--- src/rtl/alu_exec_unit_pkg.sv ---
// Shared widths, control codes, FSM states and the single-cycle ALU function.
package alu_exec_unit_pkg;

    localparam int unsigned DATA_W   = 32;
    localparam int unsigned CTRL_W   = 4;
    localparam int unsigned MUL_ITER = DATA_W;
    localparam int unsigned CNT_W    = $clog2(MUL_ITER) + 1;

    // ALU control codes, shared with the ALU controller
    typedef enum logic [CTRL_W-1:0] {
        ALU_AND = 4'b0000,
        ALU_OR  = 4'b0001,
        ALU_ADD = 4'b0010,
        ALU_SUB = 4'b0110,
        ALU_SLT = 4'b0111,
        ALU_MUL = 4'b1000,
        ALU_NOR = 4'b1100
    } alu_op_e;

    typedef enum logic {
        ST_IDLE    = 1'b0,
        ST_MUL_RUN = 1'b1
    } state_e;

    typedef struct packed {
        logic [DATA_W-1:0] result;
        logic              ovf;
        logic              illegal;
    } alu_res_t;

    // Single-cycle operations; MUL is legal but resolved by the sequential multiplier
    function automatic alu_res_t alu_eval(input logic [CTRL_W-1:0] ctrl,
                                          input logic [DATA_W-1:0] a,
                                          input logic [DATA_W-1:0] b);
        alu_res_t          r;
        logic [DATA_W-1:0] sum;
        logic [DATA_W-1:0] diff;
        r    = '0;
        sum  = a + b;
        diff = a - b;
        case (ctrl)
            ALU_AND: r.result = a & b;
            ALU_OR:  r.result = a | b;
            ALU_ADD: begin
                r.result = sum;
                r.ovf    = (a[DATA_W-1] == b[DATA_W-1]) && (sum[DATA_W-1] != a[DATA_W-1]);
            end
            ALU_SUB: begin
                r.result = diff;
                r.ovf    = (a[DATA_W-1] != b[DATA_W-1]) && (diff[DATA_W-1] != a[DATA_W-1]);
            end
            ALU_SLT: r.result = DATA_W'($signed(a) < $signed(b));
            ALU_NOR: r.result = ~(a | b);
            ALU_MUL: r.result = '0;
            default: r.illegal = 1'b1;
        endcase
        return r;
    endfunction

endpackage

--- src/rtl/alu_exec_unit_if.sv ---
// Request/response bus between decode and the execute-stage ALU.
interface alu_exec_unit_if
    import alu_exec_unit_pkg::*;
    ();

    logic              in_valid;
    logic              in_ready;
    logic [CTRL_W-1:0] alu_ctrl;
    logic [DATA_W-1:0] src_a;
    logic [DATA_W-1:0] src_b;
    logic              out_valid;
    logic [DATA_W-1:0] result;
    logic              zero;
    logic              ovf;
    logic              illegal;

    modport master (
        output in_valid, alu_ctrl, src_a, src_b,
        input  in_ready, out_valid, result, zero, ovf, illegal
    );

    modport slave (
        input  in_valid, alu_ctrl, src_a, src_b,
        output in_ready, out_valid, result, zero, ovf, illegal
    );

endinterface

--- src/rtl/alu_exec_unit_mul.sv ---
// Sequential shift-add multiplier: one partial product per cycle, fixed MUL_ITER cycles.
module alu_exec_unit_mul
    import alu_exec_unit_pkg::*;
(
    input  logic              clk,
    input  logic              rst,
    input  logic              start,
    input  logic [DATA_W-1:0] a,
    input  logic [DATA_W-1:0] b,
    output logic              busy,
    output logic              done_c,
    output logic [DATA_W-1:0] product_c
);

    logic [DATA_W-1:0] mcand_q;
    logic [DATA_W-1:0] mplier_q;
    logic [DATA_W-1:0] acc_q;
    logic [CNT_W-1:0]  cnt_q;

    // Accumulator value after the current iteration; final product on the last one
    always_comb begin
        product_c = acc_q + (mplier_q[0] ? mcand_q : '0);
        done_c    = busy && (cnt_q == CNT_W'(MUL_ITER - 1));
    end

    // Operand latch on start, then one shift-add step per cycle while busy
    always_ff @(posedge clk) begin
        if (rst) begin
            busy     <= 1'b0;
            mcand_q  <= '0;
            mplier_q <= '0;
            acc_q    <= '0;
            cnt_q    <= '0;
        end else if (start && !busy) begin
            busy     <= 1'b1;
            mcand_q  <= a;
            mplier_q <= b;
            acc_q    <= '0;
            cnt_q    <= '0;
        end else if (busy) begin
            acc_q    <= product_c;
            mcand_q  <= mcand_q << 1;
            mplier_q <= mplier_q >> 1;
            cnt_q    <= cnt_q + CNT_W'(1);
            if (done_c) begin
                busy <= 1'b0;
            end
        end
    end

endmodule

--- src/rtl/alu_exec_unit.sv ---
// Execute-stage ALU: single-cycle logic/arith ops plus a stalling sequential MUL.
module alu_exec_unit
    import alu_exec_unit_pkg::*;
(
    input  logic            clk,
    input  logic            rst,
    alu_exec_unit_if.slave  bus
);

    state_e            state_q, state_d;
    logic              in_ready_q, in_ready_d;
    logic              out_valid_q, out_valid_d;
    logic [DATA_W-1:0] result_q, result_d;
    logic              zero_q, zero_d;
    logic              ovf_q, ovf_d;
    logic              illegal_q, illegal_d;
    logic              mul_start_c;
    logic              mul_busy;
    logic              mul_done_c;
    logic [DATA_W-1:0] mul_product_c;
    alu_res_t          alu_r;

    alu_exec_unit_mul u_mul (
        .clk       (clk),
        .rst       (rst),
        .start     (mul_start_c),
        .a         (bus.src_a),
        .b         (bus.src_b),
        .busy      (mul_busy),
        .done_c    (mul_done_c),
        .product_c (mul_product_c)
    );

    // Next state and next output register values
    always_comb begin
        state_d     = state_q;
        in_ready_d  = in_ready_q;
        out_valid_d = 1'b0;
        result_d    = result_q;
        zero_d      = zero_q;
        ovf_d       = ovf_q;
        illegal_d   = illegal_q;
        mul_start_c = 1'b0;
        alu_r       = alu_eval(bus.alu_ctrl, bus.src_a, bus.src_b);
        case (state_q)
            ST_IDLE: begin
                if (bus.in_valid && in_ready_q) begin
                    if (bus.alu_ctrl == ALU_MUL) begin
                        mul_start_c = 1'b1;
                        state_d     = ST_MUL_RUN;
                        in_ready_d  = 1'b0;
                    end else begin
                        out_valid_d = 1'b1;
                        result_d    = alu_r.result;
                        zero_d      = (alu_r.result == '0);
                        ovf_d       = alu_r.ovf;
                        illegal_d   = alu_r.illegal;
                    end
                end
            end
            ST_MUL_RUN: begin
                if (mul_done_c) begin
                    state_d     = ST_IDLE;
                    in_ready_d  = 1'b1;
                    out_valid_d = 1'b1;
                    result_d    = mul_product_c;
                    zero_d      = (mul_product_c == '0);
                    ovf_d       = 1'b0;
                    illegal_d   = 1'b0;
                end
            end
            default: begin
                state_d    = ST_IDLE;
                in_ready_d = 1'b1;
            end
        endcase
    end

    // State and output registers
    always_ff @(posedge clk) begin
        if (rst) begin
            state_q     <= ST_IDLE;
            in_ready_q  <= 1'b1;
            out_valid_q <= 1'b0;
            result_q    <= '0;
            zero_q      <= 1'b1;
            ovf_q       <= 1'b0;
            illegal_q   <= 1'b0;
        end else begin
            state_q     <= state_d;
            in_ready_q  <= in_ready_d;
            out_valid_q <= out_valid_d;
            result_q    <= result_d;
            zero_q      <= zero_d;
            ovf_q       <= ovf_d;
            illegal_q   <= illegal_d;
        end
    end

    assign bus.in_ready  = in_ready_q;
    assign bus.out_valid = out_valid_q;
    assign bus.result    = result_q;
    assign bus.zero      = zero_q;
    assign bus.ovf       = ovf_q;
    assign bus.illegal   = illegal_q;

endmodule
--- src/flat_wrapper.sv ---
// flat-port wrapper written by rule: the top's interface ports become plain ports
module alu_exec_unit_flat import alu_exec_unit_pkg::*;
  (clk, rst, bus_in_valid, bus_alu_ctrl, bus_src_a, bus_src_b, bus_in_ready, bus_out_valid, bus_result, bus_zero, bus_ovf, bus_illegal);
  alu_exec_unit_if bus_i ();
  input  logic clk;
  input  logic rst;
  input wire logic [$bits(bus_i.in_valid)-1:0] bus_in_valid;
  input wire logic [$bits(bus_i.alu_ctrl)-1:0] bus_alu_ctrl;
  input wire logic [$bits(bus_i.src_a)-1:0] bus_src_a;
  input wire logic [$bits(bus_i.src_b)-1:0] bus_src_b;
  output wire logic [$bits(bus_i.in_ready)-1:0] bus_in_ready;
  output wire logic [$bits(bus_i.out_valid)-1:0] bus_out_valid;
  output wire logic [$bits(bus_i.result)-1:0] bus_result;
  output wire logic [$bits(bus_i.zero)-1:0] bus_zero;
  output wire logic [$bits(bus_i.ovf)-1:0] bus_ovf;
  output wire logic [$bits(bus_i.illegal)-1:0] bus_illegal;
  assign bus_i.in_valid = bus_in_valid;
  assign bus_i.alu_ctrl = bus_alu_ctrl;
  assign bus_i.src_a = bus_src_a;
  assign bus_i.src_b = bus_src_b;
  assign bus_in_ready = bus_i.in_ready;
  assign bus_out_valid = bus_i.out_valid;
  assign bus_result = bus_i.result;
  assign bus_zero = bus_i.zero;
  assign bus_ovf = bus_i.ovf;
  assign bus_illegal = bus_i.illegal;
  alu_exec_unit u_core (.clk(clk), .rst(rst), .bus(bus_i));
endmodule
--- config.mk ---
export PLATFORM = sky130hd
export DESIGN_NAME = alu_exec_unit_flat
export DESIGN_NICKNAME = d
export VERILOG_FILES = /design/src/rtl/alu_exec_unit_pkg.sv /design/src/rtl/alu_exec_unit_if.sv /design/src/rtl/alu_exec_unit_mul.sv /design/src/rtl/alu_exec_unit.sv /design/src/flat_wrapper.sv
export SDC_FILE = /design/constraint.sdc
export NUM_CORES = 1
export LEC_CHECK = 0
export BUFFER_PORTS_ARGS = -buffer_cell sky130_fd_sc_hd__buf_2
export CAP_MARGIN = 20
export CORE_MARGIN = 8
export CORE_UTILIZATION = 25
export DETAILED_ROUTE_END_ITERATION = 8
export HOLD_SLACK_MARGIN = 0.15
export PLACE_DENSITY = 0.4
export SYNTH_ARGS = -nofsm -noshare
export SYNTH_HDL_FRONTEND = slang
export SYNTH_SLANG_ARGS = --single-unit
--- constraint.sdc ---
create_clock -name clk -period 4.7 [get_ports clk]
set_clock_uncertainty 0.1 [all_clocks]
set_input_delay 1.175 -clock clk [delete_from_list [all_inputs] [get_ports clk]]
set_output_delay 1.175 -clock clk [all_outputs]
set_load 0.005 [all_outputs]
==> summary.md, run 1 <==
| Metric | Value |
|---|---|
| Run status | completed |
| Port bufs | 107 |
| Router iterations before antenna repair | 5 |
| Yosys cell types | 89 |
| Crit path time final | 4.532 ns |
| Leading area contributor after synthesis | dfxtp_1 |
| Synth top area cells | dfxtp_1 21%, ha_1 13%, a21oi_1 8.5% |
| Vias in the first global route | 15,043 |
| Cell Area, Synth | 13,370 um^2 |
| Die Y | 247.2 um |
| Worst path slowest cell | a211oi_1 |
| Dpl cell area | 16,670 um^2 |
| Remaining routing DRC violations | 0 |
| Top delay family on crit path | compound AO/OA/AOI/OAI gates |
| Fin crit share | 96.42% |
| Syn avg cell area | 7.095 um^2 |
| CTS clk-pin slew, worst paths | 0.07 ns |
| Placed Cells incl. Taps | 2,869 |
| Yosys Warn Count | 0 |
| Most frequent CP cell | buf_4 |
| Post-synthesis sequential area ratio | 21.12% |
| Total power | 4.019 mW |
| H-Tree Depth | 4 |
| Area growth syn-to-layout | 29.64% |
| Fin. Hold Viols | 0 |
| EDFF count, synth | 0 |
| Hold depth | 2 |
| Footprint of the multi-input gates | 9746 um^2 |
| Die Area | 61,120 um^2 |
| Worst Tran Pin Value | 0.9931 ns |
| IO Count | 108 |
| Final Instance Area | 17,330 um^2 |
| Primary FF master, synth | dfxtp_1 |
| Post-CTS Hold Buffers | 0 |
| PnR worst setup slack | 0.1684 ns |
| Post-synth top cells | 242 x nor2_1, 238 x nand2_1, 226 x a21oi_1 |
| Clock latency on the worst-skew pair | 0.48 ns |
| Max stage delay on crit path | 0.63 ns |
| Layout cells sized above 1 | 22.28% |
| Slew Limit Fails | 0 |
| Crit path DAT | 4.77 ns |
| Initial Utilization | 25.33% |
| Max VDD drop | 0.2972 mV |
| GPL Wtd Cong | 0.9301 |
| Maximum number of pins on one net before global-route repair | 88 |
| Antenna violation net count after detailed routing | 0 |
| Worst-path fanout max | 4 |
| Via density per instance | 5.170 |
| Mapped Cells | 1,884 |
| Sum of buffers and inverters on the critical path | 6 |
| Initial antenna violation count | 6 |
| Hold slack | 0.3584 ns |
| CTS sink count | 141 |
| FF/Latch Area | 2828 um^2 |
| Worst Path Required | 4.94 ns |
| Net Count, Synth | 2,098 |
| Drt total wl | 63,800 um |
| Number of fill cells | 5,854 |
| Global route total overflow | 0 |
| GRT Total Usage | 20.82% |
| Total CTS buffers | 17 |
| Setup Slack @ Placement | -0.2866 ns |
| Endpoint class of the critical path | flop |
| Critical register-to-register path endpoint | u_core.bus.zero |
| Via count | 15,002 |
| Hold path startpoint | u_core.bus.result[12] |
| Kind of critical path | in2reg |
| WHS Endpoint | u_core.bus.result[12] |
| Setup repair after global routing missed its margin | no |
| Slew HR | 33.80% |
| Initial drt markers | 1,002 |
| Yosys top cell area share | 21.12% |
| Final net count | 2,414 |
| Most frequent cell after synthesis | nor2_1 |
| Root Driver | clkbuf_16 |
| R2R depth | 16 |
| FF-to-FF setup slack | 0.36 ns |
| PD cells | 231.9 nW/um^2 |
| Post-synth ARST share | 0% |
| Highest clock rate | 0.2207 GHz |
| CTS tree | yes |
| Clk buf depth | 2 |
| HPWL after DPL | 51,730 um |
| Max-Cap Viols | 0 |
| RR Startpoint | u_core.u_mul.mplier_q[0] |
| Seq cells post-synth | 141 |
| Hold WC Path Type | reg2reg |
| Placeable Area | 52,760 um^2 |
| Number of setup buffers added after CTS | 0 |
| DR WL/cell | 21.98 um |
| First-pass GRT wire length | 95,800 um |
| Final setup fails | 0 |
| Pleak | 7.578 nW |
| CP Launch Type | primary input |
| Die width | 247.2 um |
| Row count | 84 |
| Crit-path cells | buf_2 -> inv_1 -> buf_4 -> ha_1 -> o21ba_2 -> or4_1 -> a21oi_1 -> a211oi_1 -> buf_4 -> o21ai_2 -> buf_4 -> a221oi_1 -> a21oi_1 -> buf_4 -> nand2_1 -> nand3_1 -> a21oi_1 -> o221a_2 -> nor2_1 |
| Final non-filler cell total | 2,902 |
## sequential cells by signal, indices dropped and copies added, names as in the netlist
name,cells
u_core.bus.zero,1
u_core.state_q,1
u_core.bus.ovf,1
u_core.bus.illegal,1
u_core.u_mul.acc_q,32
u_core.u_mul.mplier_q,32
u_core.bus.out_valid,1
u_core.u_mul.busy,1
u_core.u_mul.cnt_q,6
u_core.u_mul.mcand_q,32
u_core.bus.in_ready,1
u_core.bus.result,32
## worst register-to-register path: stages, from the launching register on
cell	delay [ns]
dfxtp_2	0.35
buf_4	0.17
buf_4	0.19
and2_1	0.15
ha_1	0.39
a21oi_1	0.25
o21ai_0	0.24
a32oi_2	0.31
nand2_1	0.08
a21oi_1	0.23
xnor2_1	0.15
or4_1	0.56
nor3b_1	0.25
nand4b_1	0.23
nor4_4	0.30
a41o_1	0.24
a211o_1	0.10
## area by class of cell
type	instances	area share, %
Antenna cell	1	0.01444
Clock buffer	20	2.636
Clock inverter	12	0.9243
Inverter	106	2.296
Multi-Input combinational cell	1516	56.24
Sequential cell	141	16.32
Tap cell	688	4.968
Timing Repair Buffer	418	16.60
## power breakdown
group | switching (mW) | total [mW] | internal (mW) | leakage (nW)
Sequential | 0.0253 | 1.25 | 1.22 | 1.14
Clock | 0.622 | 1.49 | 0.864 | 0.289
Combinational | 0.736 | 1.28 | 0.547 | 6.15
Total | 1.38 | 4.02 | 2.64 | 7.58
## logic make-up (layout without fill, tap and decap cells)
logic type | Yosys count | in the layout | synth area share [%]
AOI/OAI and AO/OA | 583 | 583 | 28.92
other | 0 | 1 | 0
adders and majority gates | 143 | 143 | 13.55
DFF | 141 | 141 | 21.12
muxes | 33 | 33 | 2.471
xor gates and xnor gates | 39 | 39 | 2.555
and+or+nand+nor | 718 | 718 | 24.88
buffers and inverters | 227 | 556 | 6.496
## repair_timing
item / in CTS / in global routing
endpoints found under the hold margin: 0 / 0
resized for setup: 0 / 10
setup endpoints to repair: 0 / 2
## metrics by stage
| step | setup TNS, ns | utilization (%) |
|---|---|---|
| after floorplan | 0 | - |
| after global placement | -0.7639 | 31.58 |
| after detailed placement | -0.7888 | 31.60 |
| after CTS | 0 | 32.77 |
| after global routing | 0 | 32.84 |
| final | 0 | 32.84 |
## layout by cell type (no fill, tap or decap), types with 12 or more instances in the layout
master / count
nand2_1: 238
buf_2: 106
o22ai_1: 16
inv_1: 102
xnor2_1: 25
nand3_1: 24
clkbuf_16: 17
and2_1: 43
mux2i_1: 33
nand2b_1: 12
a221oi_1: 24
o21ai_0: 55
and3_1: 12
nor2_1: 240
o211ai_1: 15
xor2_1: 14
a31oi_1: 25
ha_1: 140
buf_4: 311
nand4_1: 19
nor3_1: 29
a22oi_1: 29
nor2b_1: 18
a21oi_1: 226
a21o_1: 20
nor4_1: 20
dfxtp_1: 139
a211oi_1: 30
## worst max-delay path by stage
stage,from,end,depth (start not counted)
6_report,bus_src_b[1],u_core.bus.result[31],19
5_1_grt,bus_src_a[0],u_core.bus.zero,17
4_1_cts,u_core.u_mul.mplier_q[0],u_core.bus.zero,16
3_5_place_dp,bus_src_b[1],u_core.bus.zero,17
3_3_place_gp,bus_src_b[1],u_core.bus.zero,17
2_1_floorplan,bus_src_b[0],u_core.bus.zero,15
## layer usage
metal	up-vias	routed length (um)	track usage (%)
li1	7399	-	-
met4	0	2095	7.994
met2	369	28720	33.37
met3	68	2677	3.032
met1	7166	30300	27.97
met5	-	0	0
Power figures use the tool's default switching activity.
==> inputs of run 2 (changes only) <==
--- a/config.mk
+++ b/config.mk
@@ -10,6 +10,7 @@
 export CORE_MARGIN = 8
 export CORE_UTILIZATION = 25
 export DETAILED_ROUTE_END_ITERATION = 8
+export GPL_TIMING_DRIVEN = 0
 export HOLD_SLACK_MARGIN = 0.15
 export PLACE_DENSITY = 0.4
 export SYNTH_ARGS = -nofsm -noshare
==> run 2 against run 1 <==
Effect of this change:
- sequential share of layout area is 1.5 points higher
- largest power group unchanged
- sequential power hardly changed
- count of clock-buffer cells in the layout is 3 lower
- core utilization is 2.7 points lower
- register-to-register slack worse by 0.14 ns
- critical path type unchanged
- wire length is 0.25% lower
- combinational power is 13% lower
- power is 4.3% lower
==> summary.md, run 2 (synthesized netlist as in run 1, its figures left out) <==
| Metric | Value |
|---|---|
| Max-Cap Viols | 0 (unchanged) |
| Via count | 14,836 (-1.1%) |
| Final non-filler cell total | 2,722 (-6.2%) |
| Crit path DAT | 4.94 ns (+0.17 ns) |
| Worst Tran Pin Value | 1.139 ns (+0.1461 ns) |
| Initial drt markers | 1,245 (+24%) |
| Total power | 3.844 mW (-4.3%) |
| Clk buf depth | 2 (unchanged) |
| Die Area | 61,120 um^2 (unchanged) |
| FF-to-FF setup slack | 0.22 ns (-0.14 ns) |
| Total CTS buffers | 17 (unchanged) |
| Hold WC Path Type | reg2reg |
| CP Launch Type | primary input |
| Crit-path cells | buf_2 -> inv_1 -> ha_2 -> fa_2 -> o21bai_4 -> nand2_4 -> a2111oi_4 -> a211o_1 -> buf_4 -> o21ai_4 -> a221oi_2 -> o21ai_2 -> a211o_1 -> or4_4 -> nor3_4 -> and4bb_1 -> a211o_1 |
| Root Driver | clkbuf_16 |
| Setup TNS | 0 ns (unchanged) |
| Vias in the first global route | 14,292 (-5.0%) |
| Kind of critical path | in2reg |
| Slew Limit Fails | 0 (unchanged) |
| HPWL after DPL | 52,030 um (+0.57%) |
| Layout cells sized above 1 | 12.84% (-9.4 points) |
| Initial antenna violation count | 1 (-5) |
| Placed Cells incl. Taps | 2,679 (-6.6%) |
| First-pass GRT wire length | 93,120 um (-2.8%) |
| Worst Path Required | 5.02 ns (+0.08 ns) |
| Dpl cell area | 14,790 um^2 (-11%) |
| Placeable Area | 52,760 um^2 (unchanged) |
| Router iterations before antenna repair | 5 (unchanged) |
| Most frequent CP cell | a211o_1 |
| GRT Total Usage | 20.55% (-0.28 points) |
| Routed length on met3 | 3457 um (+29%) |
| Most frequent cells in the layout | 239 x nor2_1, 237 x nand2_1, 220 x a21oi_1 |
| Port bufs | 105 (-1.9%) |
| Die Y | 247.2 um (unchanged) |
| Global route total overflow | 0 (unchanged) |
| Row count | 84 (unchanged) |
| Worst-path fanout max | 5 (+1) |
| IO Count | 108 (unchanged) |
| Pleak | 6.398 nW (-16%) |
| Worst path slowest cell | a2111oi_4 |
| Fin. Hold Viols | 0 (unchanged) |
| CTS sink count | 141 (unchanged) |
| PD cells | 242.0 nW/um^2 (+4.3%) |
| Max VDD drop | 0.2546 mV (-14%) |
| Via density per instance | 5.450 (+5.4%) |
| Antenna violation net count after detailed routing | 0 (unchanged) |
| Hold slack | 0.3561 ns (-0.002264 ns) |
| FF/Latch Area | 2824 um^2 (-0.13%) |
| Met2 WL | 27,390 um (-4.6%) |
| Top Metal Used | met4 |
| DR WL/cell | 23.38 um (+6.3%) |
| Max stage delay on crit path | 0.47 ns (-0.16 ns) |
| Endpoint class of the critical path | flop |
| PnR worst setup slack | 0.07607 ns (-0.09235 ns) |
| Post-CTS Hold Buffers | 0 (unchanged) |
| CTS clk-pin slew, worst paths | 0.07 ns (about the same) |
| Setup Slack @ Placement | -1.050 ns (-0.7629 ns) |
| Drt total wl | 63,640 um (-0.25%) |
| Number of fill cells | 5,882 (+0.48%) |
| H-Tree Depth | 4 (unchanged) |
| Crit path time final | 4.624 ns (+0.09235 ns) |
| WL met1 | 30,920 um (+2.0%) |
| Slew HR | 23.77% (-10 points) |
| Setup repair after global routing missed its margin | no |
| Footprint of the multi-input gates | 10,060 um^2 (+3.2%) |
| GPL Wtd Cong | 0.9436 (+1.5%) |
| Final net count | 2,234 (-7.5%) |
| Area growth syn-to-layout | 18.84% |
| Run status | completed |
| Most common cell after layout, fill and taps aside | nor2_1 |
| Final setup fails | 0 (unchanged) |
| Initial Utilization | 25.33% (unchanged) |
| Remaining routing DRC violations | 0 (unchanged) |
| Fin crit share | 98.38% (+2.0 points) |
| Maximum number of pins on one net before global-route repair | 17 (-81%) |
| CTS tree | yes |
| Clock latency on the worst-skew pair | 0.47 ns (about the same) |
| Die width | 247.2 um (unchanged) |
| Layout Utilization | 30.11% (-2.7 points) |
| Final Instance Area | 15,890 um^2 (-8.3%) |
| Highest clock rate | 0.2163 GHz (-2.0%) |
==> run 2: cell types whose count changed in the layout (fill, tap and decap cells not counted), moves of 4 or more <==
cell       change
a2111oi_0      -4
a21oi_1        -6
a21oi_2        +6
a31oi_1        -5
buf_1         +10
buf_2         +10
buf_4        -299
clkbuf_1      +85
clkbuf_2      +12
o21ai_0        -5
==> run 2: routing by layer <==
| layer | vias up | global-route usage [%] |
|---|---|---|
| li1 | 7039 | - |
| met1 | 7253 | 29.23 |
| met2 | 479 | 31.17 |
| met3 | 65 | 3.107 |
| met4 | 0 | 7.053 |
| met5 | - | 0 |
==> run 2: worst max-delay path: cells and delay by family <==
family | cells | cell delay [ns]
AOI/OAI and AO/OA | 8 | 1.86
and+or+nand+nor | 4 | 0.88
adders and majority gates | 2 | 0.62
buffers and inverters | 3 | 0.40
==> run 2: worst paths after layout <==
| kind | startpoint | depth (start not counted) | endpoint |
|---|---|---|---|
| max | bus_src_a[0] | 17 | u_core.bus.zero |
| min | u_core.bus.result[12] | 2 | u_core.bus.result[12] |
| max reg2reg | u_core.u_mul.mplier_q[0] | 15 | u_core.bus.zero |
| min reg2reg | u_core.bus.result[12] | 2 | u_core.bus.result[12] |
==> run 2: cell type report <==
cell class / count / area share (%)
Multi-Input combinational cell: 1516 / 63.34
Inverter: 106 / 2.505
Antenna cell: 1 / 0.01575
Sequential cell: 141 / 17.78
Clock buffer: 17 / 2.678
Buffer: 121 / 3.088
Tap cell: 688 / 5.419
Clock inverter: 15 / 1.276
Timing Repair Buffer: 117 / 3.899
==> run 2: what timing repair did <==
item / 4_1_cts / 5_1_grt
setup endpoints to repair: 3 / 4
setup buffers: 2 / 8
resized for setup: 27 / 81
pin swaps: 3 / 18
==> run 2: where the power goes <==
| part | leakage [nW] | total (mW) | internal, mW | switching, mW |
|---|---|---|---|---|
| Combinational | 4.95 | 1.11 | 0.367 | 0.747 |
| Clock | 0.306 | 1.48 | 0.853 | 0.628 |
| Sequential | 1.14 | 1.25 | 1.22 | 0.0251 |
